===== config.mk =====
export PLATFORM = sky130hd
export DESIGN_NAME = hack_dmux4_rr_arbiter
export DESIGN_NICKNAME = d
export VERILOG_FILES = /design/src/rtl/hack_dmux4_rr_arbiter.sv
export SDC_FILE = /design/constraint.sdc
export NUM_CORES = 1
export LEC_CHECK = 0
export CAP_MARGIN = 0
export CORE_MARGIN = 3
export CORE_UTILIZATION = 40
export DETAILED_ROUTE_END_ITERATION = 12
export PLACE_DENSITY = 0.76
export REMOVE_ABC_BUFFERS = 1
export SLEW_MARGIN = 20
export SYNTH_ARGS = -nofsm -noshare
export SYNTH_HDL_FRONTEND = slang
export SYNTH_SLANG_ARGS = --single-unit
export TNS_END_PERCENT = 1

===== constraint.sdc =====
create_clock -name clk -period 2.5 [get_ports clk]
set_input_delay 0.25 -clock clk [delete_from_list [all_inputs] [get_ports clk]]
set_output_delay 0.25 -clock clk [all_outputs]
set_load 0.05 [all_outputs]

===== src/rtl/hack_dmux4_rr_arbiter.sv =====
// ---------------------------------------------------------------------------
// hack_dmux4_rr_arbiter
//
// Round-robin arbiter that shares one 4-way demultiplexed resource (and its
// mux4 return path) among four level-sensitive requesters.
//
// An owner keeps the path while it holds its request, for at most MAX_HOLD
// consecutive cycles. When it reaches that limit it is preempted. Every
// handover goes through one IDLE cycle with no grant, so two owners never
// drive the shared path in back-to-back cycles.
//
// Parameters
//   MAX_HOLD : maximum consecutive grant cycles per ownership (1..2**CNT_W)
//   CNT_W    : width of the hold counter; must be able to hold MAX_HOLD-1
//
// Ports
//   clk     : single clock, rising edge
//   rst_n   : asynchronous, active-low reset
//   req     : level requests, bit i belongs to requester i
//   grant   : one-hot owner, 0000 when the path is free
//   sel     : binary index of the current/last owner (dmux/mux select)
//   valid   : high iff grant != 0; drives the dmux data-in bit
//   timeout : one-cycle pulse in the first IDLE cycle after a preemption
// ---------------------------------------------------------------------------
module hack_dmux4_rr_arbiter #(
    parameter int MAX_HOLD = 16,
    parameter int CNT_W    = 4
) (
    input  logic       clk,
    input  logic       rst_n,
    input  logic [3:0] req,
    output logic [3:0] grant,
    output logic [1:0] sel,
    output logic       valid,
    output logic       timeout
);

    typedef enum logic {
        IDLE = 1'b0,
        OWN  = 1'b1
    } state_t;

    // hold_cnt counts completed grant cycles minus one; at this value the
    // owner has used its full allowance.
    localparam logic [CNT_W-1:0] HOLD_LIMIT = CNT_W'(MAX_HOLD - 1);

    state_t           state_reg,    state_next;
    logic [1:0]       ptr_reg,      ptr_next;
    logic [1:0]       sel_reg,      sel_next;
    logic [CNT_W-1:0] hold_cnt_reg, hold_cnt_next;
    logic             timeout_reg,  timeout_next;

    logic [1:0]       winner;
    logic [1:0]       scan_idx;

    // -----------------------------------------------------------------------
    // Round-robin pick: scan ptr, ptr+1, ptr+2, ptr+3 (mod 4). Walking the
    // offsets from farthest to nearest lets the nearest set bit overwrite,
    // so the last assignment is the highest-priority requester.
    // -----------------------------------------------------------------------
    always_comb begin
        winner   = ptr_reg;
        scan_idx = ptr_reg;
        for (int k = 3; k >= 0; k--) begin
            scan_idx = ptr_reg + 2'(k);
            if (req[scan_idx]) begin
                winner = scan_idx;
            end
        end
    end

    // -----------------------------------------------------------------------
    // Next-state logic
    // -----------------------------------------------------------------------
    always_comb begin
        state_next    = state_reg;
        ptr_next      = ptr_reg;
        sel_next      = sel_reg;
        hold_cnt_next = hold_cnt_reg;
        timeout_next  = 1'b0;

        unique case (state_reg)
            IDLE: begin
                // sel only moves here, on the IDLE->OWN edge; otherwise it
                // keeps pointing at the last owner.
                if (|req) begin
                    state_next    = OWN;
                    sel_next      = winner;
                    hold_cnt_next = '0;
                end
            end

            OWN: begin
                // Only the owner's own request bit matters while owning.
                // A release on the limit cycle is still a release, so the
                // release test comes before the limit test.
                if (!req[sel_reg]) begin
                    state_next = IDLE;
                    ptr_next   = sel_reg + 2'd1;
                end else if (hold_cnt_reg == HOLD_LIMIT) begin
                    state_next   = IDLE;
                    ptr_next     = sel_reg + 2'd1;
                    timeout_next = 1'b1;
                end else begin
                    hold_cnt_next = hold_cnt_reg + CNT_W'(1);
                end
            end

            default: begin
                state_next = IDLE;
            end
        endcase
    end

    // -----------------------------------------------------------------------
    // State registers
    // -----------------------------------------------------------------------
    always_ff @(posedge clk or negedge rst_n) begin
        if (!rst_n) begin
            state_reg    <= IDLE;
            ptr_reg      <= 2'd0;
            sel_reg      <= 2'd0;
            hold_cnt_reg <= '0;
            timeout_reg  <= 1'b0;
        end else begin
            state_reg    <= state_next;
            ptr_reg      <= ptr_next;
            sel_reg      <= sel_next;
            hold_cnt_reg <= hold_cnt_next;
            timeout_reg  <= timeout_next;
        end
    end

    // -----------------------------------------------------------------------
    // Outputs. grant is decoded straight from registered state so it drops
    // in the same cycle that the asynchronous reset lands.
    // -----------------------------------------------------------------------
    genvar gi;
    generate
        for (gi = 0; gi < 4; gi++) begin : g_grant
            assign grant[gi] = (state_reg == OWN) && (sel_reg == 2'(gi));
        end
    endgenerate

    assign valid   = (state_reg == OWN);
    assign sel     = sel_reg;
    assign timeout = timeout_reg;

endmodule


**Word-level counts from Yosys, hierarchy flattened**

Index checks and enable logic that the tools add are counted.

- Reduce and logical (&&, ||, !) cells: 9
- Magnitude comparators: 5
- Add/sub/neg operators: 5
- Bitwise gates (word level): 1
- Mux-type cells: 27
- Equality and inequality tests: 8

Operators by type and width:

| kind | number |
|---|---|
| < comparator 2 x 3 -> 1 bit, second input constant | 5 |
| 2-to-1 mux 2 bit | 6 |
| 2-to-1 mux 4 bit | 3 |
| 2-to-1 mux 1 bit | 11 |
| binary-select mux 1 bit (select 2 bit) | 5 |
| one-hot mux 4 bit (2 select lines) | 1 |
| adder 2 x 1 -> 2 bit, second input constant | 2 |
| adder 2 bit, second input constant | 2 |
| adder 4 x 1 -> 4 bit, second input constant | 1 |
| equality test 2 bit, second input constant | 2 |
| equality test 4 bit, second input constant | 1 |
| logical AND 1 bit | 4 |
| != test 2 x 1 -> 1 bit, second input constant | 2 |
| != test 2 bit, second input constant | 2 |
| AND reduction 2 bit | 2 |
| OR reduction 4 bit | 1 |
| AND reduction 3 bit | 1 |
| equality test 2 x 1 -> 1 bit, second input constant | 1 |
| logical NOT 2 bit | 1 |
| one-hot mux 1 bit (2 select lines) | 1 |
| NOT 1 bit | 1 |

- Input port bits: 6
- Word-level logic and storage cells: 60
- Output and inout port bits: 8
- Bits in registers: 10

**Longest topological paths before layout**

- Word-level depth: 7
- Depth in mapped cells: 5
- Mapped depth without buffers: 5

**Least setup slack after synthesis**

OpenSTA, ideal clock, no wires.

- Kind: register to register
- From: register sel_reg[1] (netlist: sel[1])
- To: register ptr_reg[1]
- Stages on the path, launching flop included: 4
- Setup slack: 0.545 ns
- Data arrival time: 1.828 ns
- Library setup time: 0.128 ns
- Buffers on the path: 0
- Cell sequence: dfrtp_1 mux4_2 a21boi_2 mux2_1

- Longest elaborated chain between the ends: 4
- Elaborated cells between the ends (all ways): 7
- Classes of those cells: add/sub (1); eq/ne (1); mux (4); reduce/logical (1)

Ends and longest elaborated chain:

| what | line | source |
|---|---|---|
| from (decl) | 49 | `logic [1:0] sel_reg, sel_next;` |
| from (signal assigned) | 128 | `sel_reg <= sel_next;` |
| binary-select mux 1 bit (select 2 bit) | 97 | `if (!req[sel_reg]) begin` |
| 2-to-1 mux 1 bit (implied by the code) | 97 |  |
| != test 2 x 1 -> 1 bit (no source line) | n/a |  |
| AND reduction 2 bit (no source line) | n/a |  |
| to (signal assigned) | 127 | `ptr_reg <= ptr_next;` |
| to (decl) | 48 | `logic [1:0] ptr_reg, ptr_next;` |

Several ways; a longest one is shown, not always the timed one. The select of a mux whose other input is x is not followed.
A chain may end at the register's enable or synchronous reset.

**Worst setup path after layout**

- From: register sel_reg[0] (netlist: sel[0])
- To: output grant[2]

- Longest elaborated chain between the ends: 2

Ends and longest elaborated chain:

| what | line | source |
|---|---|---|
| equality test 2 bit | 141 | `assign grant[gi] = (state_reg == OWN) && (sel_reg == 2'(gi));` |
| logical AND 1 bit | 141 |  |
| to (decl) | 32 | `output logic [3:0] grant,` |

No other way between the ends.

==> flow_metrics.py <==
metrics = {
    "routing": {
        "route.detailed.drc": 0,
        "ant_nets": 0,
        "via_per_inst": 5.63,
        "drt_first_pass_iters": 4,
        "wl_per_cell_um": 13.9,
        "drtIter0Drc": 37,
        "routed_wl_um": 1350,
        "num_vias": 546,
    },
    "global_route": {
        "grt_pass1_vias": 497,
        "grt-ovfl-total": 0,
        "grt.busiest_layer": "met2",
        "grt_util_met1_pct": 18.4,
        "antenna_found_initial": 0,
        "use_met3_pct": 2.37,
        "grt_max_degree": 13,
        "track_usage_pct": 14.5,
        "use_met2_pct": 22.8,
        "grt_pass1_wl_um": 2130,
    },
    "finish": {
        "layout.nets": 94,
        "area_growth_pct": 28.9,
        "largest_reg_flops": 4,
        "fillCellCount": 117,
        "seqCellArea_um2": 250,
        "diodes": 0,
        "drive_gt1_share_pct": 12.2,
        "multi_input_area_um2": 352,
    },
    "clock_network": {
        "clk_latency_ps": 260,
        "ctsResizeCount": 0,
        "cts_setup_buffers": 0,
        "path_clk_slew_ps": 70,
        "numClockSinks": 10,
        "cts_buffers": 3,
        "clk_path_buf_depth": 2,
        "htreeDepth": 1,
        "holdBufCountCts": 0,
        "clockRootBuffer": "clkbuf_4",
        "cts_tree": "yes",
    },
    "floorplan": {
        "pin_count": 14,
        "start_util_pct": 45.4,
        "die-height_um": 45.6,
        "rows": 13,
        "die_w_um": 45.6,
        "coreArea_um2": 1380,
        "dieArea_um2": 2080,
    },
    "timing": {
        "finalSetupTns_ps": 0,
        "worst_pin_slew_ps": 494,
        "clock.fmax_mhz": 471,
        "setup_slack_ps": 377,
        "final_hold_viol_count": 0,
        "report.final.slew_viol_count": 0,
        "skew_ps": 1.86,
        "min_period_ps": 2120,
        "finalSetupViolCount": 0,
        "min_period_over_period_pct": 84.9,
        "rsz0062_at_grt": "no",
        "relSlewSlack_pct": 67.0,
    },
    "critical_path": {
        "crit_fanout": 7,
        "cp.arrival_ps": 1870,
        "cp-start-kind": "flop",
        "crit_type": "reg2out",
        "cp.required_ps": 2250,
        "endpoint_kind": "output port",
    },
    "pwr": {
        "power_density_nw_per_um2": 1300,
        "ir_drop_mv": 0.671,
        "leakagePower_nw": 0.359,
    },
    "synth": {
        "netlist_instances": 66,
        "syn_avg_cell_area_um2": 9.52,
        "yosysWarnings": 0,
        "synth-seq-cells": 10,
        "synth.distinct_cells": 27,
        "syn_area_um2": 628,
        "ys_seq_area_share_pct": 39.8,
    },
    "worst_hold_path": {
        "hold_path_class": "in2async",
    },
    "placement": {
        "place_ws_ps": 494,
        "io_buffer_count": 13,
        "dpl.hpwl_um": 997,
        "place.gp.congestion": 0.735,
    },
    "run_status": {
        "status": "complete, no violations",
    },
    "flow_run": {
        "maxCapViolations": 0,
    },
}
==> placed cells by master, fill, tap and decap left out <==
cell / instances
clkbuf_4: 3
nor2b_1: 1
a21boi_2: 1
nor2_1: 6
mux2_1: 1
mux2_2: 1
clkbuf_8: 1
or2_2: 2
nand2_1: 1
o211ai_1: 1
dfrtp_1: 10
a311o_1: 1
a222oi_1: 1
mux4_2: 1
ha_1: 5
and2_1: 4
nor3_1: 1
a31oi_1: 1
nand2b_1: 1
clkdlybuf4s50_1: 13
a211o_1: 1
o22ai_1: 3
nand2_2: 1
a21oi_1: 2
o21ai_0: 3
nor4_1: 1
inv_1: 6
nand4b_1: 2
nand3_1: 7
==> where the power goes <==
part	switching, mW	total, mW	internal, mW
sequential	0.0982	0.322	0.224
combinational	0.353	0.584	0.231
clock	0.0609	0.149	0.0884
total	0.512	1.05	0.543
==> path summary, 6_finish.rpt <==
check	start	to	slack, ps	cells past startpoint
min	rst_n	sel[1]	300	1
min reg2reg	hold_cnt_reg[0]	hold_cnt_reg[0]	530	1
max	sel[0]	grant[2]	380	4
max reg2reg	sel[1]	ptr_reg[1]	800	3
min in group clk	hold_cnt_reg[0]	hold_cnt_reg[0]	530	1
max in group asynchronous	rst_n	valid	1890	1
==> per-stage QoR <==
stage / cells / power [mW] / util (%) / area (um2) / hold WS, ps
after floorplan: 65 / 0.727 / - / 624 / -45.6
after global placement: 93 / 0.894 / 55.9 / 773 / 520
after detailed placement: 93 / 0.911 / 55.9 / 773 / 514
after CTS: 97 / 1.06 / 58.6 / 810 / 319
after global routing: 97 / 1.14 / 58.6 / 810 / 345
final: 97 / 1.05 / 58.6 / 810 / 299
==> final cells by class <==
type / instances / share of cell area, %
tap: 15 / 2.32
timing repair buffer: 13 / 16.1
inverter: 6 / 2.78
multi-input combinational: 49 / 43.4
sequential: 10 / 30.9
clock buffer: 4 / 4.48
==> worst max-delay path: stages, from the launching register on <==
cell,delay (ps)
dfrtp_1,460
inv_1,110
ha_1,130
and2_1,110
clkdlybuf4s50_1,790
==> per-layer routing <==
| layer | share of wire (%) | vias to the layer above |
|---|---|---|
| li1 | - | 274 |
| met1 | 44 | 236 |
| met2 | 46 | 30 |
| met3 | 6.6 | 6 |
| met4 | 3.5 | 0 |
| met5 | 0 | - |
==> cells by family (layout without fill, tap and decap cells) <==
| group | after synthesis | count (layout) | share of synthesized area [%] |
|---|---|---|---|
| AOI/OAI and AO/OA | 14 | 14 | 15.5 |
| adders and majority gates | 5 | 5 | 9.96 |
| buffers and inverters | 7 | 23 | 4.18 |
| DFF | 10 | 10 | 39.8 |
| muxes | 3 | 3 | 7.17 |
| and+or+nand+nor | 27 | 27 | 23.3 |
==> synth_stat cells <==
| master | n | share of area [%] |
|---|---|---|
| nand2_2 | 1 | 1.0 |
| or2_2 | 2 | 2.0 |
| nor3_1 | 1 | 0.80 |
| nand2_1 | 1 | 0.60 |
| a211o_1 | 1 | 1.4 |
| ha_1 | 5 | 10 |
| mux2_2 | 1 | 1.8 |
| a311o_1 | 1 | 1.6 |
| and2_1 | 4 | 4.0 |
| o21ai_0 | 3 | 2.4 |
| a21oi_1 | 2 | 1.6 |
| nand2b_1 | 1 | 1.0 |
| nand3_1 | 7 | 5.6 |
| a31oi_1 | 1 | 1.0 |
| o22ai_1 | 3 | 3.0 |
| nand4b_1 | 2 | 2.8 |
| nor4_1 | 1 | 1.0 |
| clkbuf_1 | 1 | 0.60 |
| nor2_1 | 6 | 3.6 |
| mux4_2 | 1 | 3.6 |
| o211ai_1 | 1 | 1.2 |
| inv_1 | 6 | 3.6 |
| a21boi_2 | 1 | 1.8 |
| dfrtp_1 | 10 | 40 |
| a222oi_1 | 1 | 1.6 |
| nor2b_1 | 1 | 1.0 |
| mux2_1 | 1 | 1.8 |
(Power assumes the default switching activity.)
==> patch 1 (same settings) <==
`CNT_W`: 4 -> 6.
--- a/src/rtl/hack_dmux4_rr_arbiter.sv
+++ b/src/rtl/hack_dmux4_rr_arbiter.sv
@@ -25,5 +25,5 @@
 module hack_dmux4_rr_arbiter #(
     parameter int MAX_HOLD = 16,
-    parameter int CNT_W    = 4
+    parameter int CNT_W    = 6
 ) (
     input  logic       clk,
Check against the original RTL: same outputs for any inputs over 10 cycles, from zero or initial values and one cycle with rst_n low; that may be too few to reach the edited logic, so the function may still have changed.
==> patch 1 against the original RTL <==
  * Total power grew 4.0%
  * Synthesized area increased by 24%
  * Sequential cell count rose by 2
  * Largest power group unchanged
  * Routed wire length rose by 19%
  * Design area grew 19%
  * Fmax is 1.3% lower
  * Die area increased by 21%
  * Combinational power is 11% higher
  * Worst setup slack lost 0.028 ns
==> patch 1: results (changes against the original RTL) <==
[global_route]
grt_max_degree = 19  ; +6
antenna_found_initial = 0  ; unchanged
grt.total_usage_pct = 14.0  ; -0.55 points
grt_pass1_wl_mm = 2.70  ; +27%
grt_pass1_vias = 590  ; +19%

[placed_design]
place_ws_ns = 0.480  ; -0.0149 ns
gp_congestion = 0.798  ; +8.7%
dp_hpwl_mm = 1.17  ; +18%
dp.cells = 121  ; +30%
placed_area_um2 = 943  ; +22%

[timing]
worst_pin_slew_ns = 0.550  ; +0.0553 ns
skew_ns = 0.00212  ; +0.000257 ns

[worst_setup_path]
critical_path_arrival_ns = 1.90  ; +0.03 ns
cpLargestDelayFamily = buffers and inverters
cp_max_fo = 7  ; unchanged

[route]
drt-total-wl_mm = 1.60  ; +19%
drt-wirelength-per-cell_um = 12.9  ; -7.2%
num_vias = 690  ; +26%
drtIter0Drc = 21  ; -43%

[finish]
fin_nets = 112  ; +19%
largest_reg_flops = 6  ; +2
layout-drive-gt1-share_pct = 10.1  ; -2.1 points

[yosys]
synthArstFlopShare_pct = 100  ; unchanged
synthDistinctLibCells = 33  ; +22%
avgSynthCellArea_um2 = 9.28  ; -2.5%
yosys-top-cells-area = dfrtp_1 39%, ha_1 8.0%, a21oi_1 4.5%, nor3_1 3.9%, nand2_1 3.9%
synth_seq_area_share_pct = 38.5  ; -1.3 points
synth.cell_area_um2 = 779  ; +24%

[cts]
ctsResizeCount = 0  ; unchanged
cts_max_level = 1  ; unchanged

[pwr]
leakage_uw = 0.000412  ; +15%

[outcome]
outcome = finished clean

-- patch 1: worst paths after layout --
kind | to | from | cells after the start | slack, ns
min reg2reg | hold_cnt_reg[1]$_DFFE_PN0P_ | hold_cnt_reg[1]$_DFFE_PN0P_ | 2 | 0.61
min | hold_cnt_reg[5]$_DFFE_PN0P_ | rst_n | 1 | 0.33
max in group asynchronous | hold_cnt_reg[3]$_DFFE_PN0P_ | rst_n | 1 | 1.81
min in group clk | hold_cnt_reg[1]$_DFFE_PN0P_ | hold_cnt_reg[1]$_DFFE_PN0P_ | 2 | 0.61
max | grant[2] | sel[0]$_DFFE_PN0P_ | 4 | 0.35
max reg2reg | hold_cnt_reg[5]$_DFFE_PN0P_ | sel[1]$_DFFE_PN0P_ | 4 | 0.79
-- patch 1: power by group --
group / switching (uW) / leakage (uW) / internal (uW)
clock: 63.7 / 0.0000138 / 55.8
sequential: 81.2 / 0.000153 / 250
combinational: 396 / 0.000245 / 250
total: 541 / 0.000412 / 556
-- patch 1: area by class of cell --
type	instances	area, um2
fillers	150	817
multi-input cells	65	452
flip-flops and latches	12	300
repair buffers	15	145
well taps	25	31.3
clock buffers	3	22.5
inverters	4	15.0
-- patch 1: logic make-up after synthesis --
kind of cell | synth area share (%)
DFF | 38.5
muxes | 4.17
adders and majority gates | 8.03
xor gates and xnor gates | 1.12
buffers and inverters | 3.53
and+or+nand+nor | 25.2
AOI/OAI and AO/OA | 19.4
-- patch 1: worst register-to-register path: cells and delay by family, from the launching register on --
family	cells	cell delay, ns
flip-flops	1	0.45
multiplexers	1	0.48
AND/OR/NAND/NOR	3	0.73
-- patch 1: metal layers --
metal	routed length, um	share of wire (%)	GRT usage [%]
met1	756	47	17.8
met2	708	44	22.0
met3	121	7.6	5.04
met4	13	0.81	4.15
met5	0	0	0
==> patch 2 (same flow settings) <==
Without the edit above. Reset style: synchronous (`rst_n`), changed in one clocked block. Comments in the files are not updated.
--- a/src/rtl/hack_dmux4_rr_arbiter.sv
+++ b/src/rtl/hack_dmux4_rr_arbiter.sv
@@ -116,5 +116,5 @@
     // State registers
     // -----------------------------------------------------------------------
-    always_ff @(posedge clk or negedge rst_n) begin
+    always_ff @(posedge clk) begin
         if (!rst_n) begin
             state_reg    <= IDLE;
Behaviour: differs if rst_n is asserted again (counterexample within 4 cycles, from zero or initial values and one cycle with rst_n low); with rst_n held inactive, the same outputs for 10 cycles.
==> patch 2 against the original RTL <==
  * Synthesized cell count is 17% higher
  * Sequential cell count is the same
  * Design area rose by 1.5%
  * Global-route usage decreased by 1.5 points
  * Critical endpoint unchanged
  * Highest routed layer unchanged
  * Critical path depth did not move
  * Synthesized area rose by 3.4%
  * Routed wire length down 3.0%
  * Worst setup slack got worse by 0.041 ns
Power is not compared: it rests on default switching activity, and its combinational part moved more than twofold at a synthesized area within 25%.
==> patch 2: results (changes against the original RTL) <==
[timing]
max_slew_margin_pct = 65.7  ; -1.3 points
skew_ns = 0.0102  ; +0.00833 ns
holdWs_ns = 0.498  ; +0.199 ns
period_needed_ns = 2.16  ; +0.0407 ns

[worst_setup_path]
r2r_slack_ns = 0.92  ; +0.12 ns
rr_endpoint = hold_cnt_reg[0]$_SDFFE_PN0P_
r2r_cells = 4  ; +1
reg2reg_from = sel[1]$_SDFFE_PN0P_
cp-startpoint = sel[0]$_SDFFE_PN0P_
crit_path_max_incr_delay_ns = 0.69  ; -0.10 ns
critical_path_arrival_ns = 1.91  ; +0.04 ns

[outcome]
outcome = finished clean

[global_route]
grt_pass1_wl_mm = 1.97  ; -7.5%
grt.total_usage_pct = 13.0  ; -1.5 points
grt_max_degree = 14  ; +1

[route]
drtIter0Drc = 7  ; -81%
drt-wirelength-per-cell_um = 12.3  ; -11%
drt-total-wl_mm = 1.31  ; -3.0%

[floorplan]
coreArea_mm2 = 0.00142  ; +2.4%

[placed_design]
numPortBuffers = 13  ; unchanged
dp.cells = 102  ; +9.7%
dp_hpwl_um = 995  ; -0.29%
placed_area_um2 = 786  ; +1.6%
place_ws_ns = 0.611  ; +0.117 ns
gp_congestion = 0.804  ; +9.5%

[finish]
regArea_um2 = 200  ; -20%
multi_input_comb_cells = 60  ; +22%
buf_share_pct = 15.8  ; -0.24 points
nonClockInverterCount = 4  ; -2
clk_share_pct = 4.41  ; -0.068 points
final_area_um2 = 822  ; +1.5%
layout-drive-gt1-share_pct = 6.59  ; -5.6 points
multi_input_area_um2 = 422  ; +20%
fill_cells = 128  ; +9.4%

[worst_hold_path]
hold_path_class = reg2reg

[yosys]
synthArstFlopShare_pct = 0  ; -100 points
synthTopCellsByCount = 10 x dfxtp_1, 9 x nand2_1, 5 x ha_1, 5 x mux2i_1
synthDistinctLibCells = 32  ; +19%
synth_seq_area_share_pct = 30.8  ; -9.0 points
synthCells = 77  ; +17%
yosys-top-cells-area = dfxtp_1 31%, ha_1 9.6%, mux2i_1 7.7%, nand2_1 5.2%, and2_1 3.9%

[pwr]
p_sw_share_pct = 30.0

-- patch 2: power groups by stage --
stage | Clock (uW) | Combinational [uW] | Sequential (uW)
2_1_floorplan | 0 | 56.8 | 196
3_3_place_gp | 0 | 106 | 185
3_5_place_dp | 0 | 107 | 186
4_1_cts | 143 | 107 | 182
5_1_grt | 150 | 116 | 184
6_report | 140 | 107 | 182
-- patch 2: cells by family after synthesis --
logic type                 Yosys count  share of synthesized area [%]
DFF                                 10                           30.8
adders and majority gates            5                           9.63
buffers and inverters                7                           4.24
muxes                                6                           9.44
AOI/OAI and AO/OA                   12                           14.3
and+or+nand+nor                     37                           31.6
-- patch 2: worst reg2reg max path, stage by stage (launching register included) --
cell and delay [ns]:
dfxtp_1 0.50, mux2_2 0.39, o2bb2ai_1 0.22, nand2b_1 0.19, mux2i_1 0.20
-- patch 2: layer usage --
layer  up-vias  wire (um)  GRT usage [%]
met5         -          0              0
met4         0         10           3.41
met3         2         35           4.69
met2        10        564           19.0
met1       255        697           17.9
li1        296          -              -
